<file path="config.mk">
export PLATFORM = sky130hd
export DESIGN_NAME = cmd_cfg
export DESIGN_NICKNAME = d
export VERILOG_FILES = /design/src/rtl/quad_pkg.sv /design/src/rtl/cmd_cfg_wdog.sv /design/src/rtl/cmd_cfg.sv
export SDC_FILE = /design/constraint.sdc
export NUM_CORES = 1
export LEC_CHECK = 0
export CAP_MARGIN = 20
export CORE_MARGIN = 4
export CORE_UTILIZATION = 39
export DETAILED_ROUTE_END_ITERATION = 16
export PLACE_DENSITY = 0.68
export SYNTH_ARGS = -nofsm -noshare
export SYNTH_HDL_FRONTEND = slang
export SYNTH_SLANG_ARGS = --single-unit
export TNS_END_PERCENT = 1
</file>
<file path="constraint.sdc">
create_clock -name clk -period 5.09 [get_ports clk]
set_input_delay 1.2725 -clock clk [delete_from_list [all_inputs] [get_ports clk]]
set_output_delay 1.2725 -clock clk [all_outputs]
set_load 0.02 [all_outputs]
</file>
<file path="src/rtl/quad_pkg.sv">
// quad_pkg: opcodes, response bytes, FSM states and counter widths
// shared by the QuadCopter command-configuration path.
package quad_pkg;

   typedef enum logic [7:0] {
      REQ_BATT  = 8'h01,
      SET_PTCH  = 8'h02,
      SET_ROLL  = 8'h03,
      SET_YAW   = 8'h04,
      SET_THRST = 8'h05,
      CALIBRATE = 8'h06,
      EMER_LAND = 8'h07,
      MTRS_OFF  = 8'h08
   } opcode_e;

   localparam logic [7:0] ACK_BYTE  = 8'hA5;
   localparam logic [7:0] NACK_BYTE = 8'hEE;

   typedef enum logic [1:0] {
      IDLE,
      SPINUP,
      CAL,
      RESP_WAIT
   } state_e;

   function automatic int spin_w(input int fast);
      return (fast != 0) ? 9 : 19;
   endfunction

   function automatic int wdog_w(input int fast);
      return (fast != 0) ? 12 : 26;
   endfunction

endpackage

</file>
<file path="src/rtl/cmd_cfg_wdog.sv">
// cmd_cfg_wdog: saturating command watchdog; expire pulses once
// per run of 2^W - 1 clocks without a kick.
module cmd_cfg_wdog
   import quad_pkg::*;
#(
   parameter int W = wdog_w(0)
) (
   input  logic clk,
   input  logic rst,
   input  logic kick,
   output logic expire
);

   localparam logic [W-1:0] MAX = {W{1'b1}};
   localparam logic [W-1:0] TC  = {{(W-1){1'b1}}, 1'b0};

   logic [W-1:0] cnt_q, cnt_d;
   logic         exp_q, exp_d;

   always_comb begin
      cnt_d = cnt_q;
      if (kick)
         cnt_d = '0;
      else if (cnt_q != MAX)
         cnt_d = cnt_q + 1'b1;
   end

   // Fires only on the step into saturation, so never twice per expiry.
   assign exp_d = !kick && (cnt_q == TC);

   always_ff @(posedge clk) begin
      if (rst) begin
         cnt_q <= '0;
         exp_q <= 1'b0;
      end else begin
         cnt_q <= cnt_d;
         exp_q <= exp_d;
      end
   end

   assign expire = exp_q;

endmodule

</file>
<file path="src/rtl/cmd_cfg.sv">
// cmd_cfg: decodes wireless commands into flight setpoints, sequences
// spin-up and inertial calibration, and returns a response byte.
module cmd_cfg
   import quad_pkg::*;
#(
   parameter int         FAST_SIM = 0,
   parameter logic [7:0] ACK      = ACK_BYTE,
   parameter logic [7:0] NACK     = NACK_BYTE
) (
   input  logic        clk,
   input  logic        rst,
   input  logic        cmd_rdy,
   input  logic [7:0]  cmd,
   input  logic [15:0] data,
   output logic        clr_cmd_rdy,
   output logic [7:0]  resp,
   output logic        send_resp,
   input  logic        resp_sent,
   input  logic [7:0]  batt,
   input  logic        cal_done,
   output logic [15:0] d_ptch,
   output logic [15:0] d_roll,
   output logic [15:0] d_yaw,
   output logic [8:0]  thrst,
   output logic        strt_cal,
   output logic        inertial_cal,
   output logic        motors_off
);

   localparam int SPW = spin_w(FAST_SIM);
   localparam int WDW = wdog_w(FAST_SIM);

   state_e         state_q;
   logic [SPW-1:0] spin_q;
   logic [15:0]    ptch_q, roll_q, yaw_q;
   logic [8:0]     thrst_q;
   logic [7:0]     resp_q;
   logic           send_resp_q;
   logic           strt_cal_q;
   logic           inert_cal_q;
   logic           mtrs_off_q;
   logic           accept;
   logic           wd_exp;

   assign accept = (state_q == IDLE) && cmd_rdy;

   cmd_cfg_wdog #(
      .W(WDW)
   ) u_wdog (
      .clk   (clk),
      .rst   (rst),
      .kick  (accept),
      .expire(wd_exp)
   );

   always_ff @(posedge clk) begin
      if (rst) begin
         state_q     <= IDLE;
         spin_q      <= '0;
         ptch_q      <= '0;
         roll_q      <= '0;
         yaw_q       <= '0;
         thrst_q     <= '0;
         resp_q      <= '0;
         send_resp_q <= 1'b0;
         strt_cal_q  <= 1'b0;
         inert_cal_q <= 1'b0;
         mtrs_off_q  <= 1'b1;
      end else begin
         send_resp_q <= 1'b0;
         strt_cal_q  <= 1'b0;
         // Command loads below override this zeroing in the same cycle.
         if (wd_exp) begin
            ptch_q  <= '0;
            roll_q  <= '0;
            yaw_q   <= '0;
            thrst_q <= '0;
         end
         unique case (state_q)
            IDLE: begin
               if (cmd_rdy) begin
                  resp_q      <= ACK;
                  send_resp_q <= 1'b1;
                  state_q     <= RESP_WAIT;
                  case (cmd)
                     REQ_BATT:  resp_q  <= batt;
                     SET_PTCH:  ptch_q  <= data;
                     SET_ROLL:  roll_q  <= data;
                     SET_YAW:   yaw_q   <= data;
                     SET_THRST: thrst_q <= data[8:0];
                     EMER_LAND: begin
                        ptch_q  <= '0;
                        roll_q  <= '0;
                        yaw_q   <= '0;
                        thrst_q <= '0;
                     end
                     MTRS_OFF:  mtrs_off_q <= 1'b1;
                     CALIBRATE: begin
                        resp_q      <= resp_q;
                        send_resp_q <= 1'b0;
                        mtrs_off_q  <= 1'b0;
                        ptch_q      <= '0;
                        roll_q      <= '0;
                        yaw_q       <= '0;
                        thrst_q     <= '0;
                        inert_cal_q <= 1'b1;
                        spin_q      <= '0;
                        state_q     <= SPINUP;
                     end
                     default:   resp_q <= NACK;
                  endcase
               end
            end
            SPINUP: begin
               spin_q <= spin_q + 1'b1;
               if (&spin_q) begin
                  strt_cal_q <= 1'b1;
                  state_q    <= CAL;
               end
            end
            CAL: begin
               if (cal_done) begin
                  inert_cal_q <= 1'b0;
                  resp_q      <= ACK;
                  send_resp_q <= 1'b1;
                  state_q     <= RESP_WAIT;
               end
            end
            RESP_WAIT: begin
               if (resp_sent)
                  state_q <= IDLE;
            end
            default: state_q <= IDLE;
         endcase
      end
   end

   assign clr_cmd_rdy  = accept;
   assign resp         = resp_q;
   assign send_resp    = send_resp_q;
   assign d_ptch       = ptch_q;
   assign d_roll       = roll_q;
   assign d_yaw        = yaw_q;
   assign thrst        = thrst_q;
   assign strt_cal     = strt_cal_q;
   assign inertial_cal = inert_cal_q;
   assign motors_off   = mtrs_off_q;

endmodule

</file>
After elaboration in Yosys (flattened, before gate mapping):

Cells that the tools add are included.

* add/sub/neg operators: 2
* equality and inequality tests: 19
* muxes and demuxes: 39
* bitwise operators: 1
* reductions and logical operators: 17

Operators with widths (count)
* $mux 16: 9
* $pmux 16 s2: 3
* $mux 19: 2
* $pmux 19 s2: 1
* $eq 8x3->1 const B: 4
* $mux 9: 3
* $add 26x1->26 const B: 1
* $eq 26x26->1 const B: 1
* $ne 26x26->1 const B: 1
* $pmux 8 s3: 1
* $add 19x1->19 const B: 1
* $reduce_and 19->1: 1
* $pmux 9 s2: 1
* $eq 8x2->1 const B: 2
* $mux 8: 2
* $pmux 8 s2: 1
* $reduce_and 4->1: 3
* $mux 2: 5
* $ne 2x2->1 const B: 5
* $eq 8x1->1 const B: 1
* $eq 8x4->1 const B: 1
* $pmux 2 s4: 1
* $mux 1: 7
* $pmux 1 s2: 3
* 11 further kinds: 18

* register bits: 117
* input port bits: 37
* output and inout bits: 70
* word-level logic and storage cells: 91

Logic depth before layout (Yosys ltp):

Gate-level depths: netlist of the first run.

* word-level depth: 5
* gate-level depth with buffers: 8
* mapped depth without buffers: 8

Hierarchy:

Synthesis of the first run repeated with hierarchy kept, for this count alone.

* cells, all modules: 545
* area total of the unflattened synthesis: 4956.0 um2

By module, submodules not included
* cmd_cfg: times used 1, cells an instance 386, area an instance 3507.1 um2, seq. area each 1801.7 um2
* cmd_cfg_wdog: times used 1, cells an instance 159, area an instance 1448.9 um2, seq. area each 540.5 um2

Least setup slack after synthesis of the first run:

Ideal clock, no wire load.

* path kind: input-to-output
* start point: input port cmd_rdy
* end point: output port clr_cmd_rdy
* arrival: 1.941 ns
* data required time: 3.818 ns
* path slack: 1.877 ns
* stages: 3
* path buffers: 1
* path through: nand2_1 > clkinv_1 > clkbuf_1

* word-level cells in the longest chain between the ends: 1

Ends and longest elaborated chain
* start, declared: RTL line cmd_cfg.sv:12 `input logic cmd_rdy,`
* $logic_and 1x1->1: RTL line cmd_cfg.sv:45 `assign accept = (state_q == IDLE) && cmd_rdy;`
* end, declared: RTL line cmd_cfg.sv:15 `output logic clr_cmd_rdy,`

No other way between the ends.

Worst setup path in the final report of the first run:

Ends and elaborated chain as after synthesis.

==> impl_metrics.py, run 1 <==
metrics = {
    "synth": {
        "synthTopCellsByArea": "dfxtp_1 48%, a32o_1 8.4%, nand2_1 5.0%",
        "synth_area_sq_mm": 0.00491,
        "yosysSeqAreaShare_pct": 47.7,
        "syn_inst": 541,
        "synth_top_area_share_pct": 47.7,
        "synth_nets": 585,
        "synthDistinctLibCells": 49,
        "ys_ff_latch": 117,
        "avgSynthCellArea_sq_um": 9.07,
        "synthArstFlopShare_pct": 0,
        "synth_flop_cell": "dfxtp_1",
        "yosys.area.top_type": "dfxtp_1",
        "yosysWarnings": 0,
        "synth-edff-count": 0,
    },
    "route": {
        "wirelength_um": 13700,
        "vias": 4547,
        "vias_per_cell": 5.50,
        "wl_per_cell_um": 16.5,
        "first_pass_iters": 5,
        "route.detailed.drc": 0,
        "drtIter0Drc": 276,
        "ant_nets": 0,
    },
    "power": {
        "total_power_mw": 2.59,
        "clkPwrFrac_pct": 45.4,
        "p_per_area_mw_per_mm2": 386,
        "p_int_mw": 1.86,
        "swShare_pct": 28.2,
        "power_frac_seq_pct": 38.0,
        "switchingPower_mw": 0.730,
        "p_leak_nw": 2.26,
        "p_comb_share_pct": 16.6,
        "irDropWorstVdd_uv": 176,
    },
    "floorplanning": {
        "initial_utilization_pct": 40.3,
        "die_width_um": 120,
        "die_h_um": 120,
        "core_area_sq_mm": 0.0122,
        "num_rows": 40,
        "dieArea_sq_mm": 0.0144,
        "pin_count": 107,
    },
    "worst_hold_path": {
        "min-delay-path-class": "reg2reg",
    },
    "global_route": {
        "grt_overflow": 0,
        "grt_pass1_wl_um": 21900,
        "grt_max_degree": 61,
        "first_global_vias": 4369,
        "track_usage_pct": 18.9,
        "antenna_found_initial": 0,
    },
    "setup_path": {
        "endpoint_kind": "output port",
        "start_kind": "input port",
        "worstPathRequired_ns": 3.82,
        "cp.arrival_ns": 2.70,
        "crit_path_max_fanout": 8,
        "path_class": "in2out",
    },
    "clock_network": {
        "cts_buffers": 17,
        "holdBufCountCts": 0,
        "clock_path_buffers": 2,
        "cts_resized": 0,
        "clkTransAtPathRegs_ns": 0.05,
        "post-cts-setup-buffer-count": 0,
        "cts_tree": "built",
        "insertion_delay_ns": 0.41,
        "cts_max_level": 4,
        "cts_num_sinks": 117,
        "cts-root-buf": "clkbuf_16",
    },
    "placed_design": {
        "place.gp.congestion": 0.811,
        "place_area_sq_mm": 0.00612,
        "hpwlAfterDp_um": 9650,
        "port-buffer-count": 106,
    },
    "finish": {
        "mostFrequentLayoutCells": "117 x dfxtp_1, 106 x clkdlybuf4s50_1, 65 x nand2_1",
        "nets": 690,
        "fill_cells": 1099,
        "antenna_cells": 0,
        "layout_commonest_cell": "dfxtp_1",
        "area_growth_pct": 36.8,
        "drive_gt1_share_pct": 7.59,
        "stdcell_area_sq_mm": 0.00671,
    },
    "sta": {
        "max_freq_mhz": 252,
        "hold_viol": 0,
        "rsz0062_at_grt": "no",
        "fin_crit_ns": 3.97,
        "post-route-period-util_pct": 78.0,
        "setup_viol": 0,
        "slew_headroom_pct": 31.7,
        "worst_pin_slew_ns": 1.02,
        "skew_ns": 0.0112,
        "tns_ns": 0,
        "drv_slew": 0,
    },
    "status": {
        "status": "completed",
    },
    "flow_run": {
        "maxCapViolations": 0,
    },
}
==> flip-flops by register name, summed over array words and instances (netlist names) <==
signal / cells
d_ptch: 16
d_roll: 16
d_yaw: 16
inertial_cal: 1
motors_off: 1
resp: 8
send_resp: 1
spin_q: 19
state_q: 2
strt_cal: 1
thrst: 9
u_wdog.cnt_q: 26
u_wdog.expire: 1
==> layer usage <==
layer  part of all wire, %  vias to the layer above  global-route usage, %
met2                    51                      137                   32.7
li1                      -                     2230                      -
met1                    41                     2162                   21.3
met3                   6.5                       18                   6.83
met5                     0                        -                      0
met4                   1.6                        0                   7.23
==> cells by family (layout without fill, tap and decap cells) <==
logic type	after synthesis	in the layout	share of synthesized area, %
xor+xnor	25	25	4.46
flops	117	117	47.7
buf+inv	38	156	3.16
compound gates	130	130	19.6
fa+ha+maj	7	7	1.78
mux	2	2	0.459
simple gates	222	222	22.8
==> worst paths after layout <==
path                                 start          end  slack, ns  cells after the start
worst max-delay path               cmd_rdy  clr_cmd_rdy       1.12                      4
worst min-delay path               resp[3]      resp[3]       0.45                      1
worst max register to register  state_q[1]   spin_q[15]       2.61                      9
worst min register to register     resp[3]      resp[3]       0.45                      1
==> power groups by stage <==
stage	sequential (mW)	clock [mW]	combinational, mW
2_1_floorplan	1.03	0	0.237
4_1_cts	0.985	1.19	0.428
3_5_place_dp	1.00	0	0.427
3_3_place_gp	1.00	0	0.415
6_report	0.985	1.18	0.430
5_1_grt	0.990	1.24	0.469
==> cell type report <==
class                           instances  area (sq um)  share of cell area (%)
Inverter                               10          37.5                   0.559
Timing Repair Buffer                  114          1120                    16.7
Multi-Input combinational cell        386          2410                    35.9
Tap cell                              168           210                    3.13
Sequential cell                       117          2340                    34.9
Clock buffer                           19           443                    6.60
Clock inverter                         13           150                    2.24
==> synth_stat cells (all sizes together), types with 5 or more instances <==
library cell	instances
nand2	65
nand2b	9
nor3	14
nand3	9
clkbuf	23
or4	5
or2	5
xnor2	11
a21oi	26
and3	6
a32o	41
and4	5
ha	7
xor2	14
nor4	14
o21ai	33
buf	5
dfxtp	117
nor2	46
nand4	22
inv	9
or3	13
==> critical path, stage by stage <==
cell             delay, ns
clkdlybuf4s50_1       0.42
nand2_1               0.24
clkinv_1              0.19
clkdlybuf4s50_1       0.57
==> metrics by stage <==
step	util [%]	std cells	setup slack, ns	hold WS [ns]
after detailed placement	50.3	795	1.13	0.438
after global routing	55.2	827	1.04	0.482
final	55.2	827	1.12	0.447
after global placement	50.3	795	1.15	0.434
after CTS	55.2	827	1.13	0.451
after floorplan	-	541	1.88	0.454
Power figures use the tool's default switching activity.
==> run 2, diff against run 1 <==
--- a/config.mk
+++ b/config.mk
@@ -9,7 +9,7 @@
 export CORE_MARGIN = 4
 export CORE_UTILIZATION = 39
 export DETAILED_ROUTE_END_ITERATION = 16
-export PLACE_DENSITY = 0.68
+export PLACE_DENSITY = 0.71
 export SYNTH_ARGS = -nofsm -noshare
 export SYNTH_HDL_FRONTEND = slang
 export SYNTH_SLANG_ARGS = --single-unit
==> constraint.sdc (replaced) <==
create_clock -name clk -period 3.4 [get_ports clk]
set_input_delay 0.85 -clock clk [delete_from_list [all_inputs] [get_ports clk]]
set_output_delay 0.85 -clock clk [all_outputs]
set_load 0.02 [all_outputs]
==> run 2 against run 1 <==
Core utilization grew 0.37 points. Cell area grew 0.67%. Die area unchanged. Sequential cell count is the same. Clock power increased by 40%.
==> impl_metrics.py, run 2 (synthesis gave the netlist of run 1 again) <==
metrics = {
    "global_route": {
        "grt_max_degree": 61,
        "track_usage_pct": 19.0,
        "antenna_found_initial": 0,
        "grt_pass1_wl_um": 22100,
        "first_global_vias": 4413,
        "grt_overflow": 0,
    },
    "sta": {
        "fin_crit_ns": 2.98,
        "drv_slew": 0,
        "rsz0062_at_grt": "no",
        "slew_headroom_pct": 34.3,
        "tns_ns": 0,
        "skew_ns": 0.0113,
        "holdWs_ns": 0.452,
        "max_freq_mhz": 335,
        "post-route-period-util_pct": 87.8,
        "setup_viol": 0,
        "worst_pin_slew_ns": 0.981,
        "hold_viol": 0,
    },
    "power": {
        "clkPwrFrac_pct": 43.5,
        "swShare_pct": 27.8,
        "p_per_area_mw_per_mm2": 561,
        "irDropWorstVdd_uv": 259,
        "p_comb_share_pct": 17.6,
        "switchingPower_mw": 1.05,
        "p_int_mw": 2.74,
        "p_leak_nw": 2.30,
        "power_frac_seq_pct": 38.9,
    },
    "finish": {
        "nets": 702,
        "top_regs": "u_wdog.cnt_q: 26 flops, spin_q: 19 flops",
        "area_growth_pct": 37.7,
        "drive_gt1_share_pct": 8.64,
        "largest_register": "u_wdog.cnt_q",
        "antenna_cells": 0,
        "layout_commonest_cell": "dfxtp_1",
        "fill_cells": 1071,
        "largest_reg_flops": 26,
        "stdcell_area_sq_mm": 0.00676,
        "mostFrequentLayoutCells": "117 x dfxtp_1, 106 x clkdlybuf4s50_1, 65 x nand2_1",
        "final_cells": 839,
    },
    "clock_network": {
        "cts_tree": "built",
        "cts_num_sinks": 117,
        "cts_max_level": 4,
        "post-cts-setup-buffer-count": 0,
        "insertion_delay_ns": 0.41,
        "cts_buffers": 17,
        "holdBufCountCts": 0,
        "cts_resized": 0,
        "cts-root-buf": "clkbuf_16",
        "clkTransAtPathRegs_ns": 0.05,
        "clock_path_buffers": 2,
    },
    "floorplanning": {
        "die_h_um": 120,
        "core_area_sq_mm": 0.0122,
        "dieArea_sq_mm": 0.0144,
        "initial_utilization_pct": 40.3,
        "pin_count": 107,
        "die_width_um": 120,
        "num_rows": 40,
    },
    "placed_design": {
        "hpwlAfterDp_um": 9630,
        "place_area_sq_mm": 0.00621,
        "dp.cells": 807,
        "place.gp.congestion": 0.854,
        "port-buffer-count": 106,
    },
    "route": {
        "route.detailed.drc": 0,
        "ant_nets": 0,
        "first_pass_iters": 5,
        "wirelength_um": 13800,
        "vias_per_cell": 5.61,
        "drtIter0Drc": 385,
        "wl_per_cell_um": 16.5,
        "vias": 4709,
    },
    "setup_path": {
        "cpPeakStageDelay_ns": 0.59,
        "r2r_cells": 9,
        "crit_buf_inv": 3,
        "cp.arrival_ns": 2.13,
        "crit_slowest_cell": "clkdlybuf4s50_1",
        "endpoint_kind": "output port",
        "start_kind": "input port",
        "cp_top_family": "buffers and inverters",
        "reg2reg_slack_ns": 1.06,
        "worstPathCellList": "clkdlybuf4s50_1 > nand2_1 > clkinv_1 > clkdlybuf4s50_1",
        "crit_path_max_fanout": 2,
        "crit_cells": 4,
        "crit_path_frequent_cell": "clkdlybuf4s50_1",
        "path_class": "in2out",
        "worstPathRequired_ns": 2.55,
    },
    "worst_hold_path": {
        "hold_depth": 2,
        "min-delay-path-class": "reg2reg",
    },
    "status": {
        "status": "completed",
    },
    "flow_run": {
        "maxCapViolations": 0,
    },
}
-- run 2: cell count changes in the layout (fill, tap and decap cells not counted), moves of 2 or more --
cell	delta
inv_6	-2
clkbuf_1	+4
clkinv_4	-3
clkinv_2	+3
buf_4	+12
clkinvlp_4	-2
-- run 2: layer usage --
layer	global-route usage, %	wire length [um]	vias up
met5	0	0	-
met4	6.87	266	0
li1	-	-	2252
met3	4.86	633	18
met2	31.4	6850	122
met1	24.2	6080	2317
-- run 2: worst paths after layout --
| path | start | endpoint |
|---|---|---|
| worst max-delay path | cmd_rdy | clr_cmd_rdy |
| worst min-delay path | d_ptch[13] | d_ptch[13] |
| worst max register to register | state_q[1] | spin_q[15] |
| worst min register to register | d_ptch[13] | d_ptch[13] |
-- run 2: power groups by stage --
stage / logic [mW] / registers (mW) / clock network (mW)
3_3_place_gp: 0.644 / 1.50 / 0
6_report: 0.668 / 1.47 / 1.65
4_1_cts: 0.667 / 1.47 / 1.67
5_1_grt: 0.726 / 1.48 / 1.74
2_1_floorplan: 0.354 / 1.55 / 0
3_5_place_dp: 0.658 / 1.50 / 0
-- run 2: stage by stage --
stage	util [%]	setup slack, ns	power [mW]
after floorplan	-	0.772	1.90
after detailed placement	51.1	0.330	2.16
after CTS	55.6	0.398	3.81
after global routing	55.6	0.349	3.94
after global placement	51.1	0.361	2.14
final	55.6	0.415	3.79
-- run 2: worst reg2reg max path, stage by stage, from the launching register on --
cell      delay [ns]
dfxtp_1         0.33
inv_1           0.11
ha_1            0.26
nand2_1         0.13
clkinv_1        0.08
buf_4           0.50
nand4_1         0.31
o21bai_1        0.19
buf_4           0.24
nor2_1          0.08
-- run 2: final cells by class --
cell class                      instances  area, sq um  share of cell area, %
Timing Repair Buffer                  126         1210                   17.9
Inverter                               10         37.5                  0.555
Clock buffer                           24          472                   6.98
Sequential cell                       117         2340                   34.7
Tap cell                              168          210                   3.11
Multi-Input combinational cell        386         2410                   35.7
Clock inverter                          8         76.3                   1.13
==> run 3, diff against run 2 <==
--- a/config.mk
+++ b/config.mk
@@ -7,9 +7,9 @@
 export LEC_CHECK = 0
 export CAP_MARGIN = 20
 export CORE_MARGIN = 4
-export CORE_UTILIZATION = 39
+export CORE_UTILIZATION = 46
 export DETAILED_ROUTE_END_ITERATION = 16
-export PLACE_DENSITY = 0.71
+export PLACE_DENSITY = 0.81
 export SYNTH_ARGS = -nofsm -noshare
 export SYNTH_HDL_FRONTEND = slang
 export SYNTH_SLANG_ARGS = --single-unit
==> run 3 against run 2 <==
Fmax is 1.2% higher. Wire length fell by 5.5%. Sequential cell count unchanged. Sequential share of layout area is 0.090 points higher. Sequential power barely moved. Clock-buffer cell count down 7. Via count fell by 1.3%. Core utilization is 9.4 points higher. Global-route usage up 1.5 points. Clock power rose by 3%. Cell count fell by 3.8%. Non-clock buffer count stayed put.
==> impl_metrics.py, run 3 (synthesis gave the netlist of run 1 again) <==
metrics = {
    "worst_hold_path": {
        "min-delay-path-class": "reg2reg",
        "hold_depth": 2,
    },
    "sta": {
        "worst_slack_ns": 0.450,
        "fin_crit_ns": 2.95,
        "worst_pin_slew_ns": 0.770,
        "tns_ns": 0,
        "hold_viol": 0,
        "rsz0062_at_grt": "no",
        "setup_viol": 0,
        "drv_slew": 0,
        "skew_ns": 0.00610,
        "max_freq_mhz": 339,
        "slew_headroom_pct": 48.4,
        "post-route-period-util_pct": 86.8,
    },
    "route": {
        "wl_per_cell_um": 16.2,
        "ant_nets": 0,
        "vias": 4647,
        "route.detailed.drc": 0,
        "first_pass_iters": 5,
        "wirelength_um": 13100,
        "drtIter0Drc": 385,
        "vias_per_cell": 5.76,
    },
    "finish": {
        "largest_register": "u_wdog.cnt_q",
        "mostFrequentLayoutCells": "117 x dfxtp_1, 106 x clkdlybuf4s50_1, 65 x nand2_1",
        "top_regs": "u_wdog.cnt_q: 26 flops, spin_q: 19 flops",
        "nets": 702,
        "antenna_cells": 0,
        "area_growth_pct": 37.4,
        "layout_commonest_cell": "dfxtp_1",
        "drive_gt1_share_pct": 9.39,
        "largest_reg_flops": 26,
    },
    "placed_design": {
        "hpwlAfterDp_um": 9360,
        "place.gp.congestion": 0.899,
        "port-buffer-count": 106,
        "place_ws_ns": 0.239,
    },
    "setup_path": {
        "path_class": "in2out",
        "crit_cells": 4,
        "worstPathCellList": "clkdlybuf4s50_1 > nand2_1 > clkinv_1 > clkdlybuf4s50_1",
        "cp_top_family": "buffers and inverters",
        "worstPathRequired_ns": 2.55,
        "cpPeakStageDelay_ns": 0.60,
        "cp.arrival_ns": 2.10,
        "endpoint_kind": "output port",
        "crit_end": "clr_cmd_rdy",
        "reg2reg_slack_ns": 1.10,
        "crit_path_max_fanout": 2,
        "worst_r2r_endpoint": "spin_q[14]",
        "crit_slowest_cell": "clkdlybuf4s50_1",
        "crit_path_frequent_cell": "clkdlybuf4s50_1",
        "crit_buf_inv": 3,
        "reg2reg_from": "state_q[1]",
        "r2r_cells": 8,
        "crit_start": "cmd_rdy",
        "start_kind": "input port",
    },
    "floorplanning": {
        "num_rows": 37,
        "die_width_um": 111,
        "core_area_sq_mm": 0.0104,
        "pin_count": 107,
        "die_h_um": 111,
        "dieArea_sq_mm": 0.0124,
        "initial_utilization_pct": 47.3,
    },
    "clock_network": {
        "cts_tree": "built",
        "post-cts-setup-buffer-count": 0,
        "clkTransAtPathRegs_ns": 0.06,
        "cts_buffers": 17,
        "holdBufCountCts": 0,
        "insertion_delay_ns": 0.51,
        "cts_max_level": 4,
        "clock_path_buffers": 2,
        "cts_num_sinks": 117,
        "cts-root-buf": "clkbuf_8",
        "cts_resized": 0,
    },
    "flow_run": {
        "maxCapViolations": 0,
    },
    "power": {
        "total_power_mw": 3.83,
        "irDropWorstVdd_uv": 308,
        "p_leak_nw": 2.32,
        "p_per_area_mw_per_mm2": 568,
    },
    "global_route": {
        "grt_max_degree": 61,
        "antenna_found_initial": 0,
        "grt_pass1_wl_um": 21200,
        "first_global_vias": 4396,
        "track_usage_pct": 20.6,
        "grt_overflow": 0,
    },
    "status": {
        "status": "completed",
    },
}
==> run 3: cell types whose count changed in the layout (fill, tap and decap cells not counted) <==
cell	change
clkbuf_16	-1
clkinv_4	-1
clkbuf_1	-5
clkinv_2	-3
clkbuf_8	-1
inv_8	+3
inv_6	+8
==> run 3: layout make-up <==
| type | count | area (sq um) |
|---|---|---|
| fillers | 814 | 3630 |
| multi-input cells | 386 | 2410 |
| flip-flops and latches | 117 | 2340 |
| repair buffers | 126 | 1210 |
| clock buffers | 17 | 414 |
| well taps | 136 | 170 |
| clock inverters | 15 | 156 |
| inverters | 10 | 37.5 |
==> run 3: worst min-delay path by stage <==
| stage | slack, ns | startpoint | endpoint |
|---|---|---|---|
| 6_report | 0.46 | d_ptch[12] | d_ptch[12] |
| 5_1_grt | 0.47 | d_roll[2] | d_roll[2] |
| 4_1_cts | 0.46 | d_ptch[14] | d_ptch[14] |
| 3_5_place_dp | 0.44 | d_ptch[14] | d_ptch[14] |
| 3_3_place_gp | 0.44 | resp[6] | resp[6] |
| 2_1_floorplan | 0.45 | u_wdog.cnt_q[15] | u_wdog.cnt_q[15] |
==> run 3: metrics by stage <==
step	area, sq um	cells	hold WS, ns	utilization (%)
floorplan	4910	541	0.454	-
global placement	6170	775	0.438	59.5
detailed placement	6170	775	0.444	59.5
CTS	6740	807	0.458	65.0
global route	6740	807	0.474	65.0
finish	6740	807	0.457	65.0
==> run 3: tightest hold or removal path: stages, from the launching register on <==
cell and delay [ns]:
dfxtp_1 0.33, nand2_1 0.04, o21ai_0 0.05
==> run 3: routing by layer <==
layer | global-route usage [%] | wire (um) | up-vias
met5 | 0 | 0 | -
met4 | 5.92 | 149 | 0
met3 | 5.46 | 886 | 18
met2 | 34.7 | 6340 | 182
met1 | 25.9 | 5700 | 2196
li1 | - | - | 2251
==> run 3: power by group <==
| part | switching (mW) | internal, mW | total [mW] | leakage (nW) |
|---|---|---|---|---|
| Clock | 0.704 | 1.00 | 1.70 | 0.273 |
| Combinational | 0.391 | 0.262 | 0.653 | 1.10 |
| Sequential | 0.0401 | 1.43 | 1.47 | 0.945 |
